`src/rtl/receiver_axis.sv`:
```
// -----------------------------------------------------------------------------
// receiver_axis
//   UART receiver for start + WORD_WIDTH data bits (LSB first) + one stop bit.
//   The serial line is brought into the clock domain by a two-flop
//   synchroniser. Every bit after the start bit is sampled near its centre.
//   Each good word is presented on an AXI4-Stream master port through a
//   one-word buffer.
//
// Ports
//   clk               system clock, rising edge
//   rst               synchronous reset, active-low
//   din               asynchronous serial input, idle high
//   dout_axis_tdata   received word
//   dout_axis_tvalid  tdata holds an unconsumed word
//   dout_axis_tready  consumer accepts the word
//   frame_error       one-cycle pulse, stop bit sampled low
//   overrun           one-cycle pulse, finished word dropped (buffer full)
//
// CLOCK_FREQUENCY / BAUD_RATE must be at least 4.
// -----------------------------------------------------------------------------
module receiver_axis #(
  parameter logic [31:0] CLOCK_FREQUENCY = 32'd100_000_000,
  parameter logic [31:0] BAUD_RATE       = 32'd115200,
  parameter logic [31:0] WORD_WIDTH      = 32'd8
) (
  input  logic                  clk,
  input  logic                  rst,
  input  logic                  din,
  output logic [WORD_WIDTH-1:0] dout_axis_tdata,
  output logic                  dout_axis_tvalid,
  input  logic                  dout_axis_tready,
  output logic                  frame_error,
  output logic                  overrun
);

  localparam logic [31:0] CLOCKS_PER_BIT = CLOCK_FREQUENCY / BAUD_RATE;
  localparam logic [31:0] HALF_BIT       = CLOCKS_PER_BIT / 32'd2;
  localparam logic [31:0] CPB_LAST       = CLOCKS_PER_BIT - 32'd1;
  localparam logic [31:0] HALF_LAST      = HALF_BIT - 32'd1;
  localparam logic [31:0] LAST_BIT       = WORD_WIDTH - 32'd1;

  typedef enum logic [2:0] {
    S_IDLE,
    S_START,
    S_DATA,
    S_STOP,
    S_BREAK
  } state_t;

  state_t                r_state;
  state_t                w_state_nxt;
  logic                  r_sync1;
  logic                  r_sync2;
  logic [31:0]           r_cnt;
  logic [31:0]           r_bit_idx;
  logic [WORD_WIDTH-1:0] r_shift;
  logic                  r_pend;
  logic [WORD_WIDTH-1:0] r_tdata;
  logic                  r_tvalid;
  logic                  r_frame_error;
  logic                  r_overrun;

  logic                  w_rx;
  logic                  w_sample;
  logic                  w_stop_ok;
  logic                  w_stop_bad;
  logic                  w_counting;
  logic                  w_load;
  logic                  w_drop;

  assign w_rx = r_sync2;

  // Counting states restart their counter on a data-bit sample as well as on
  // any state change, so each data bit is measured from the previous sample.
  assign w_counting = (r_state == S_START) || (r_state == S_DATA) ||
                      (r_state == S_STOP);

  // The buffer can take a word if it is empty or being drained this cycle.
  assign w_load = r_pend && (!r_tvalid || dout_axis_tready);
  assign w_drop = r_pend && r_tvalid && !dout_axis_tready;

  always_comb begin
    w_state_nxt = r_state;
    w_sample    = 1'b0;
    w_stop_ok   = 1'b0;
    w_stop_bad  = 1'b0;
    case (r_state)
      S_IDLE: begin
        if (!w_rx) w_state_nxt = S_START;
      end
      S_START: begin
        // Half a bit in: a line that is high again was only a glitch.
        if (r_cnt == HALF_LAST) w_state_nxt = w_rx ? S_IDLE : S_DATA;
      end
      S_DATA: begin
        if (r_cnt == CPB_LAST) begin
          w_sample = 1'b1;
          if (r_bit_idx == LAST_BIT) w_state_nxt = S_STOP;
        end
      end
      S_STOP: begin
        if (r_cnt == CPB_LAST) begin
          if (w_rx) begin
            w_stop_ok   = 1'b1;
            w_state_nxt = S_IDLE;
          end else begin
            w_stop_bad  = 1'b1;
            w_state_nxt = S_BREAK;
          end
        end
      end
      S_BREAK: begin
        // Wait out a held-low line so it cannot be mistaken for new frames.
        if (w_rx) w_state_nxt = S_IDLE;
      end
      default: w_state_nxt = S_IDLE;
    endcase
  end

  always_ff @(posedge clk) begin
    if (!rst) begin
      r_sync1       <= 1'b1;
      r_sync2       <= 1'b1;
      r_state       <= S_IDLE;
      r_cnt         <= '0;
      r_bit_idx     <= '0;
      r_shift       <= '0;
      r_pend        <= 1'b0;
      r_tdata       <= '0;
      r_tvalid      <= 1'b0;
      r_frame_error <= 1'b0;
      r_overrun     <= 1'b0;
    end else begin
      // Synchroniser
      r_sync1 <= din;
      r_sync2 <= r_sync1;

      // Bit timing and deserialisation
      r_state <= w_state_nxt;
      if ((w_state_nxt != r_state) || w_sample || !w_counting) begin
        r_cnt <= '0;
      end else begin
        r_cnt <= r_cnt + 32'd1;
      end

      if (w_state_nxt != r_state) begin
        r_bit_idx <= '0;
      end else if (w_sample) begin
        r_bit_idx <= r_bit_idx + 32'd1;
      end

      // Right shift: the first bit received ends up in the LSB.
      if (w_sample) r_shift <= {w_rx, r_shift[WORD_WIDTH-1:1]};

      r_pend        <= w_stop_ok;
      r_frame_error <= w_stop_bad;

      // Output buffer
      r_overrun <= w_drop;
      if (w_load) begin
        r_tdata  <= r_shift;
        r_tvalid <= 1'b1;
      end else if (r_tvalid && dout_axis_tready) begin
        r_tvalid <= 1'b0;
      end
    end
  end

  assign dout_axis_tdata  = r_tdata;
  assign dout_axis_tvalid = r_tvalid;
  assign frame_error      = r_frame_error;
  assign overrun          = r_overrun;

endmodule

```
`config.mk`:
```
export PLATFORM = sky130hd
export DESIGN_NAME = receiver_axis
export DESIGN_NICKNAME = d
export VERILOG_FILES = /design/src/rtl/receiver_axis.sv
export SDC_FILE = /design/constraint.sdc
export NUM_CORES = 1
export LEC_CHECK = 0
export BUFFER_PORTS_ARGS = -buffer_cell sky130_fd_sc_hd__buf_2
export CAP_MARGIN = 20
export CORE_MARGIN = 2
export CORE_UTILIZATION = 49
export DETAILED_ROUTE_END_ITERATION = 8
export GPL_TIMING_DRIVEN = 0
export HOLD_SLACK_MARGIN = 0.06
export PLACE_DENSITY = 0.7
export SETUP_SLACK_MARGIN = 0.3
export SYNTH_ARGS = -nofsm -noshare
export SYNTH_HDL_FRONTEND = slang
export SYNTH_SLANG_ARGS = --single-unit
export TNS_END_PERCENT = 30
```
`constraint.sdc`:
```
create_clock -name clk -period 3.9 [get_ports clk]
set_input_delay 0.195 -clock clk [delete_from_list [all_inputs] [get_ports clk]]
set_output_delay 0.195 -clock clk [all_outputs]
set_load 0.05 [all_outputs]
```
==> impl_results.md, run 1 <==
- Largest cells by area after synthesis: dfxtp_1, a211oi_1, xnor2_1
- Synth Area in Compound Gates: 16.9%
- Core Util, Final: 55.6%
- Vias per inst: 6.35
- Clock sink total: 89
- Crit path depth: 8
- GRT Util Overall: 23.4%
- Core region area: 8760 µm²
- Asr flop ratio synth: 0%
- XOR/XNOR share of the synthesized area: 6.90%
- TritonRoute pass-1 iters: 5
- Worst path required time: 4120 ps
- Power per standard cell area: 327 nW/µm²
- Via count: 4119
- Final hold slack: 122 ps
- Synthesized cell area: 4440 µm²
- Post-Route Skew: 13.7 ps
- Max Cap Viol: 0
- Final Cycle Share: 76.3%
- Synth Area in Adders: 0.845%
- Worst Setup SP: r_cnt[0]$_SDFF_PP0_
- Setup TNS: 0 ps
- Antenna viol nets, final: 0
- DP Cell Count: 630
- Worst setup path endpoint: r_bit_idx[8]$_SDFFE_PP0P_
- Post-synth top area cell: dfxtp_1
- Ys Warns: 0
- Placed inst area: 4650 µm²
- Commonest non-fill, non-tap cell in the layout: dfxtp_1
- CTS tree: done
- Clk_lat worst skew: 370 ps
- Port Buffers: 14
- Setup WS post-layout: 925 ps
- Fillers: 830
- Worst Reg-to-Reg Cells: 8
- Syn avg cell area: 8.75 µm²
- #FFs+latches synth: 89
- IO Pins: 15
- DRC Markers: 0
- Distinct cell type count after synthesis: 43
- Worst setup SP type: flop
- H-tree depth: 3
- Die X: 99.2 µm
- Peak supply drop: 0.000178 V
- Worst R2R End: r_bit_idx[8]$_SDFFE_PP0P_
- P_leak: 1.43 nW
- # rows: 34
- Initial antenna violation count: 0
- Final GP Congestion: 0.809
- R2R Setup Slk: 930 ps
- Final Hold Viols: 0
- Final #Nets: 543
- Outcome: finished clean
- RSZ-0062 raised after global routing: no
- Ant. Diodes: 0
- DIE HEIGHT: 99.2 µm
- CP bufs+invs: 2
- Layout cells sized above 1: 7.39%
- Place WS: 1000 ps
- Commonest non-fill, non-tap cells in the layout: dfxtp_1, a211oi_1, nand2_1, nor2_1, xnor2_1
- Multiplexer share of the synthesized area: 3.83%
- Worst slew pin tran: 632 ps
- Design Area, Final: 4870 µm²
- Initial DRC Count: 177
- # setup viols final: 0
- Post-synth EDFFs: 0
- Main synth FF type: dfxtp_1
- Kind of critical path: flop to flop
- Synthesized Nets: 515
- Final worst path period need: 2970 ps
- First-pass GRT wire length: 18900 µm
- Rel. slew slack: 57.5%
- Largest family of logic cells by synthesized area: simple AND/OR/NAND/NOR gates
- Worst min path class: input port to flop
- Die ar.: 9850 µm²
- Syn-to-layout area delta: 9.60%
- Sequential fraction of the synthesis area: 40.1%
- Crit-path cells: ha_1 -> and3b_1 -> and4b_1 -> clkbuf_1 -> nand3_1 -> o21ai_1 -> clkbuf_1 -> a221oi_1
- CP endpoint kind: flop
- Starting Density: 50.7%
- CP max stage delay: 470 ps
- Vias in the first global route: 3944
- CP max stage cell: o21ai_1
- Synth Area in Simple Gates: 27.4%
- GR Overflow Total: 0
- Post-CTS setup repair buffer count: 0
- Post-Layout Cell Count: 649
- Clock Path Buffers: 2
- Final wirelength: 11000 µm
- WL/cell: 17.0 µm
- Crit-path leading delay family: buffers and inverters
- Largest net degree at the start of global routing: 19
- Top cell by count, worst path: clkbuf_1
- Reg clk slew, reported paths: 100 ps
- Top cell type's share of synthesized area: 40.1%
- Total Power: 1.59 mW
- Mapped Cells: 508
- Maximum fanout along the worst path: 10
- Crit path arrival time: 3200 ps
- Post-DP HPWL: 7670 µm
- Root buffer cell: clkbuf_8
- TritonCTS Buffers: 9
- Crit Reg-Reg Startpoint: r_cnt[0]$_SDFF_PP0_
- Final-report max-slew violation count: 0
- Fmax: 0.336 GHz
-- area by class of cell --
class                      count  area [µm²]  area share, %
multi-input combinational    372        2480           50.9
sequential                    89        1780           36.6
tap                          108         135           2.77
buffer                        34         133           2.72
clock buffer                   9         124           2.54
timing repair buffer          17         100           2.05
clock inverter                 7        67.6           1.39
inverter                      13        48.8           1.00
-- flip-flops by register name, summed over array words and instances (netlist names) --
| signal | count |
|---|---|
| r_sync1 | 1 |
| r_sync2 | 1 |
| overrun | 1 |
| r_bit_idx | 32 |
| r_pend | 1 |
| r_cnt | 32 |
| frame_error | 1 |
| dout_axis_tdata | 8 |
| dout_axis_tvalid | 1 |
| r_shift | 8 |
| r_state | 3 |
-- worst min-delay path: cells and delay by family --
kind	cells	cell delay (ps)
simple gates	3	180
buf+inv	1	80
-- routing by layer --
layer,track usage [%],vias up,share of wire (%)
met1,31.8,1996,47
met5,0,-,0
met3,5.55,8,4.7
met2,36.5,105,47
met4,8.54,0,1.2
li1,-,2010,-
-- synthesized netlist by cell type (all sizes together), types with 2 or more instances --
| cell | count |
|---|---|
| a211oi | 38 |
| a21oi | 4 |
| a221oi | 26 |
| and3 | 4 |
| and3b | 2 |
| and4 | 9 |
| and4b | 3 |
| buf | 9 |
| clkbuf | 25 |
| dfxtp | 89 |
| ha | 3 |
| inv | 13 |
| mux2i | 17 |
| nand2 | 32 |
| nand2b | 4 |
| nand3 | 22 |
| nand4 | 23 |
| nor2 | 33 |
| nor2b | 6 |
| nor3 | 10 |
| nor4 | 26 |
| nor4b | 2 |
| o21ai | 21 |
| o31ai | 10 |
| or2 | 2 |
| or3 | 20 |
| or4 | 13 |
| xnor2 | 29 |
| xor2 | 6 |
-- timing repair --
action | in CTS | in global routing
gates resized for setup | 0 | 0
hold buffers | 3 | 0
endpoints found under the hold margin | 2 | 0
-- where the power goes --
group / internal, mW / switching [mW]
combinational: 0.0127 / 0.0431
sequential: 0.910 / 0.00156
clock: 0.251 / 0.377
-- worst min-delay path by stage --
| stage | slack [ps] | depth (start not counted) | from | end |
|---|---|---|---|---|
| floorplan | 270 | 1 | rst | r_sync1$_SDFF_PN1_ |
| global placement | 380 | 2 | din | r_sync1$_SDFF_PN1_ |
| detailed placement | 380 | 2 | din | r_sync1$_SDFF_PN1_ |
| CTS | 110 | 4 | dout_axis_tready | dout_axis_tvalid$_SDFFE_PN0P_ |
| global route | 130 | 4 | dout_axis_tready | dout_axis_tvalid$_SDFFE_PN0P_ |
| finish | 120 | 4 | dout_axis_tready | dout_axis_tvalid$_SDFFE_PN0P_ |
-- kinds of logic after synthesis --
group                      count (synthesis)
and+or+nand+nor                          214
AOI/OAI and AO/OA                        103
buffers and inverters                     47
DFF                                       89
muxes                                     17
adders and majority gates                  3
xor gates and xnor gates                  35
(Power assumes the default switching activity.)
==> inputs of run 2 (changes only) <==
- ABC_AREA: unset -> 1
- PLACE_DENSITY: 0.7 -> 0.73
- clock period: 3.9 -> 2.7 ns (I/O delays scaled with it)
==> run 2 against run 1 <==
Against the previous run: hold slack worse by 42 ps; via count increased by 5.9%; wire length shrank 4.2%; die area increased by 11%; flip-flop and latch count unchanged; count of clock-buffer cells in the layout is 1 higher; sequential share of layout area shrank 4.1 points; critical endpoint is now r_cnt[31]$_SDFF_PP0_; largest cell class unchanged.
==> impl_results.md, run 2 <==
- Outcome: finished clean
- Crit-path cells: ha_1 -> nand3_1 -> nor2_2 -> nand2_2 -> nor2_4 -> nand2_4 -> inv_2 -> nor3_1 -> nand3_2 -> buf_6 -> nor2_2
- Place WS: 547 ps
- Initial DRC Count: 255
- #FFs+latches synth: 89
- Largest cells by area after synthesis: dfxtp_1, nand2_1, nor2_1
- Design Area, Final: 5480 µm²
- Core region area: 9820 µm²
- # rows: 36
- Post-synth EDFFs: 0
- Syn-to-layout area delta: 10.3%
- Sequential fraction of the synthesis area: 35.9%
- Vias in the first global route: 4081
- Mapped Cells: 736
- Final-report max-slew violation count: 0
- Antenna viol nets, final: 0
- Placed inst area: 5200 µm²
- Main synth FF type: dfxtp_1
- Most common cell in the netlist: nand2_1
- CP bufs+invs: 2
- Synthesized Nets: 743
- Commonest non-fill, non-tap cell in the layout: nand2_1
- Max Cap Viol: 0
- Setup WS post-layout: 527 ps
- Synthesized cell area: 4960 µm²
- Rel. slew slack: 62.0%
- P_leak: 2.11 nW
- Synth cell count leaders: nand2_1, nor2_1, inv_1, dfxtp_1, nor2_2
- Initial antenna violation count: 0
- Distinct cell type count after synthesis: 31
- Post-Route Skew: 12.8 ps
- Reg clk slew, reported paths: 90 ps
- Clock sink total: 89
- Die X: 105 µm
- Vias per inst: 4.84
- Worst Setup SP: r_cnt[0]$_SDFF_PP0_
- Top cell type's share of synthesized area: 35.9%
- H-tree depth: 3
- Ant. Diodes: 0
- Commonest non-fill, non-tap cells in the layout: nand2_1, nor2_1, inv_1, dfxtp_1, nor2_2
- Clock Path Buffers: 2
- Worst slew pin tran: 566 ps
- DRC Markers: 0
- CTS tree: done
- Kind of critical path: flop to flop
- CP max stage cell: dfxtp_1
- Clk_lat worst skew: 370 ps
- DIE HEIGHT: 105 µm
- Starting Density: 50.6%
- Setup TNS: 0 ps
- TritonCTS Buffers: 9
- Final GP Congestion: 0.924
- Crit Reg-Reg Startpoint: r_cnt[0]$_SDFF_PP0_
- Via count: 4362
- Crit path arrival time: 2440 ps
- Die ar.: 11000 µm²
- CP max stage delay: 410 ps
- Largest regs: r_bit_idx (32), r_cnt (32)
- Final Hold Viols: 0
- Worst path required time: 2960 ps
- WL/cell: 11.7 µm
- Root buffer cell: clkbuf_8
- GRT Util Overall: 20.4%
- Ys Warns: 0
- Power per standard cell area: 464 nW/µm²
- Peak supply drop: 0.000277 V
- IO Pins: 15
- Top cell by count, worst path: nor2_2
- TritonRoute pass-1 iters: 5
- Final worst path period need: 2170 ps
- Final #Nets: 770
- # setup viols final: 0
- Worst setup SP type: flop
- Final Cycle Share: 80.5%
- RSZ-0062 raised after global routing: no
- GR Overflow Total: 0
- Final wirelength: 10600 µm
- Crit-path leading delay family: simple AND/OR/NAND/NOR gates
- CTS resizes: 0
- Post-synth top area cell: dfxtp_1
- Post-DP HPWL: 8100 µm
- Worst min path class: input port to flop
- Port Buffers: 14
- Layout cells sized above 1: 13.9%
- Asr flop ratio synth: 0%
- CP endpoint kind: flop
- Largest net degree at the start of global routing: 17
- Maximum fanout along the worst path: 10
- Fmax: 0.460 GHz
- Syn avg cell area: 6.75 µm²
- First-pass GRT wire length: 18400 µm
- Worst min-delay path startpoint: rst
[run 2: cell count changes in the layout (fill, tap and decap cells not counted), moves of 16 or more]
cell	before	now
a221oi_1	25	0
or3_1	19	0
nand2_1	32	134
nor2_1	32	132
inv_1	13	113
mux2i_1	17	1
nor3_1	10	35
nor2_2	1	45
xor2_1	6	42
clkbuf_1	25	3
a211oi_1	38	2
nor4_1	26	3
[run 2: routing by layer]
layer | GRT usage, % | part of all wire [%] | vias to the layer above
met5 | 0 | 0 | -
met2 | 34.0 | 46 | 86
met3 | 4.24 | 3.8 | 13
li1 | - | - | 2319
met4 | 7.14 | 1.5 | 0
met1 | 26.2 | 48 | 1944
[run 2: metrics by stage]
stage | hold WS, ps | total power, mW | util, % | cells
floorplan | 242 | 1.39 | - | 736
global route | 81.9 | 2.63 | 55.8 | 901
detailed placement | 324 | 1.41 | 53.0 | 883
finish | 79.6 | 2.54 | 55.8 | 901
CTS | 69.4 | 2.57 | 55.8 | 901
global placement | 321 | 1.41 | 53.0 | 883
[run 2: cell type report]
class                   instances  area [µm²]
fillers                       964        4340
multi-input cells             514        2640
flip-flops and latches         89        1780
inverters                     121         454
well taps                     133         166
clock buffers                  10         138
clock inverters                 6         119
repair buffers                 16        90.1
plain buffers                  12        88.8
[run 2: worst min-delay path, delay by kind of cell]
kind	cells	cell delay, ps
buf+inv	1	150
compound gates	2	120
[run 2: worst paths after layout]
| kind | cells after the start | slack, ps | end |
|---|---|---|---|
| min | 3 | 80 | dout_axis_tdata[1]$_SDFFE_PN0P_ |
| max | 11 | 530 | r_cnt[31]$_SDFF_PP0_ |
| min reg2reg | 1 | 420 | r_sync2$_SDFF_PN1_ |
| max reg2reg | 11 | 530 | r_cnt[31]$_SDFF_PP0_ |
[run 2: cells by family (layout without fill, tap and decap cells)]
kind of cell,after synthesis,after routing,synth area share (%)
AO/OA/AOI/OAI,42,42,4.46
XOR/XNOR,59,59,10.4
adder cells (fa/ha/maj),3,3,0.756
buffers and inverters,133,165,10.9
flip-flops,89,89,35.9
multiplexers,1,1,0.202
AND/OR/NAND/NOR,409,409,37.3
[run 2: where the power goes]
part	internal [mW]	switching, mW
Combinational	0.0214	0.0436
Sequential	1.31	0.00272
Clock	0.653	0.506
[run 2: what timing repair did]
action	CTS	global route
setup buffers	0	0
hold endpoints to repair	3	0
hold buffers	2	0
==> inputs of run 3 (changes only) <==
- clock period: 2.7 -> 1.86 ns (I/O delays scaled with it)
==> run 3 against run 2 <==
Against the previous run: the run now ends with setup timing left; via count increased by 8.8%; hold slack improved by 350 ps; fmax increased by 9.0%; global-route usage increased by 1.3 points; total power increased by 40%; wire length increased by 20%; worst setup slack got worse by 660 ps; clock skew increased by 2.8 ps; largest cell class unchanged.
==> impl_results.md, run 3 (synthesized netlist as in run 2, its figures left out) <==
- Fillers: 814
- Area occupied by multi-input gates: 3080 µm²
- CP endpoint kind: flop
- Outcome: complete, but fails checks
- # setup viols final: 59
- Port Buffers: 14
- CTS tree: done
- Final wirelength: 12700 µm
- Post-Route Skew: 15.5 ps
- Reg clk slew, reported paths: 110 ps
- Worst setup SP type: flop
- Largest net degree at the start of global routing: 19
- Final worst path period need: 1990 ps
- GRT Util Overall: 21.8%
- Place WS: -105 ps
- Switching power total: 0.913 mW
- Setup WS post-layout: -134 ps
- Layout cells sized above 1: 29.5%
- Vias in the first global route: 4473
- Syn-to-layout area delta: 27.7%
- Commonest non-fill, non-tap cell in the layout: nand2_1
- Design Area, Final: 6340 µm²
- Worst path required time: 2180 ps
- RSZ-0062 raised after global routing: yes
- Core region area: 9820 µm²
- Part of the power in registers: 53.4%
- # rows: 36
- Antenna viol nets, final: 0
- Combinational share of power: 5.5%
- Final Hold Viols: 0
- First-pass GRT wire length: 19800 µm
- Clock sink total: 89
- IO Pins: 15
- Commonest non-fill, non-tap cells in the layout: nand2_1, inv_1, nor2_1, dfxtp_1, nor2_2
- GR Overflow Total: 0
- Worst slew pin tran: 377 ps
- Final #Nets: 801
- FF/Latch Area: 1860 µm²
- Setup TNS: -4150 ps
- Vias per inst: 5.09
- Fmax: 0.502 GHz
- Via count: 4746
- H-tree depth: 3
- Die X: 105 µm
- Crit path arrival time: 2310 ps
- Final-report max-slew violation count: 0
- Largest regs: r_bit_idx (32), r_cnt (32)
- DIE HEIGHT: 105 µm
- Clk_lat worst skew: 380 ps
- Peak supply drop: 0.000328 V
- Switching Fraction: 25.8%
- Placed inst area: 5220 µm²
- Core Util, Final: 64.6%
- WL/cell: 13.6 µm
- Die ar.: 11000 µm²
- P_leak: 2.41 nW
- Root buffer cell: clkbuf_8
- Power per standard cell area: 559 nW/µm²
- TritonRoute pass-1 iters: 5
- Max Cap Viol: 0
- Initial antenna violation count: 0
- DP Cell Count: 883
- Kind of critical path: flop to flop
- DRC Markers: 0
- Initial DRC Count: 253
- Final GP Congestion: 0.948
- Rel. slew slack: 74.9%
- Post-Layout Cell Count: 932
- Ant. Diodes: 0
- Clock Path Buffers: 2
- Final Cycle Share: 107%
- Starting Density: 50.6%
- Worst min path class: input port to flop
- Clock network power share: 41.1%
- Post-DP HPWL: 8090 µm
- Int Pwr: 2.63 mW
- Failing checks: setup timing
- Maximum fanout along the worst path: 6
- TritonCTS Buffers: 9
==> run 3: changes by cell type in the layout (fill, tap and decap cells not counted), moves of 10 or more <==
cell / previous run / this run
dfxtp_2: 0 / 14
nor2_4: 1 / 35
dfxtp_1: 89 / 60
dfxtp_4: 0 / 15
nor2_1: 132 / 88
buf_4: 3 / 24
nor2_2: 45 / 55
==> run 3: layout make-up <==
class / instances / share of cell area, %
well taps: 133 / 2.62
clock inverters: 7 / 1.50
flip-flops and latches: 89 / 29.3
multi-input cells: 514 / 48.6
plain buffers: 12 / 2.41
repair buffers: 47 / 6.41
clock buffers: 9 / 1.95
inverters: 121 / 7.28
==> run 3: metrics by stage <==
step	power [mW]	hold slack (ps)
after detailed placement	2.05	286
final	3.54	428
after floorplan	2.02	200
after global placement	2.05	280
after CTS	3.53	423
after global routing	3.66	437
==> run 3: metal layers <==
| metal | vias up | share of wire [%] | track usage, % |
|---|---|---|---|
| met4 | 0 | 3.2 | 9.90 |
| met1 | 2179 | 42 | 26.6 |
| li1 | 2374 | - | - |
| met3 | 42 | 5.1 | 4.24 |
| met5 | - | 0 | 0 |
| met2 | 151 | 50 | 37.0 |
==> run 3: power groups by stage <==
| stage | registers, mW | logic, mW | clock network (mW) |
|---|---|---|---|
| after global routing | 1.89 | 0.204 | 1.57 |
| after detailed placement | 1.96 | 0.0917 | 0 |
| after floorplan | 1.96 | 0.0652 | 0 |
| after CTS | 1.91 | 0.136 | 1.48 |
| final | 1.89 | 0.196 | 1.46 |
| after global placement | 1.96 | 0.0895 | 0 |
==> run 3: what timing repair did <==
action                                  4_1_cts  5_1_grt
resized for setup                            70      111
buffers inserted                              9       17
hold buffers                                  3        0
pin swaps                                    32       39
hold endpoints to repair                      7        0
endpoints found under the setup margin       72       74
cloned                                        0        4
==> run 3: worst paths after layout <==
check / startpoint / endpoint / slack, ps / cells past startpoint
min: din / r_sync1$_SDFF_PN1_ / 430 / 3
max: r_state[2]$_SDFF_PN0_ / r_cnt[17]$_SDFF_PP0_ / -130 / 12
min reg2reg: r_sync1$_SDFF_PN1_ / r_sync2$_SDFF_PN1_ / 430 / 1
max reg2reg: r_state[2]$_SDFF_PN0_ / r_cnt[17]$_SDFF_PP0_ / -130 / 12
==> run 3: worst max-delay path, cell delays in order, from the launching register on <==
cell       delay, ps
dfxtp_4          420
inv_1             80
nand2_1          130
nor2_1            60
inv_1            100
nor2_1            70
nand2_2           80
buf_4            110
nand4_1          140
nor2_4           210
nand3_4          210
clkbuf_16        240
nor2_4            70
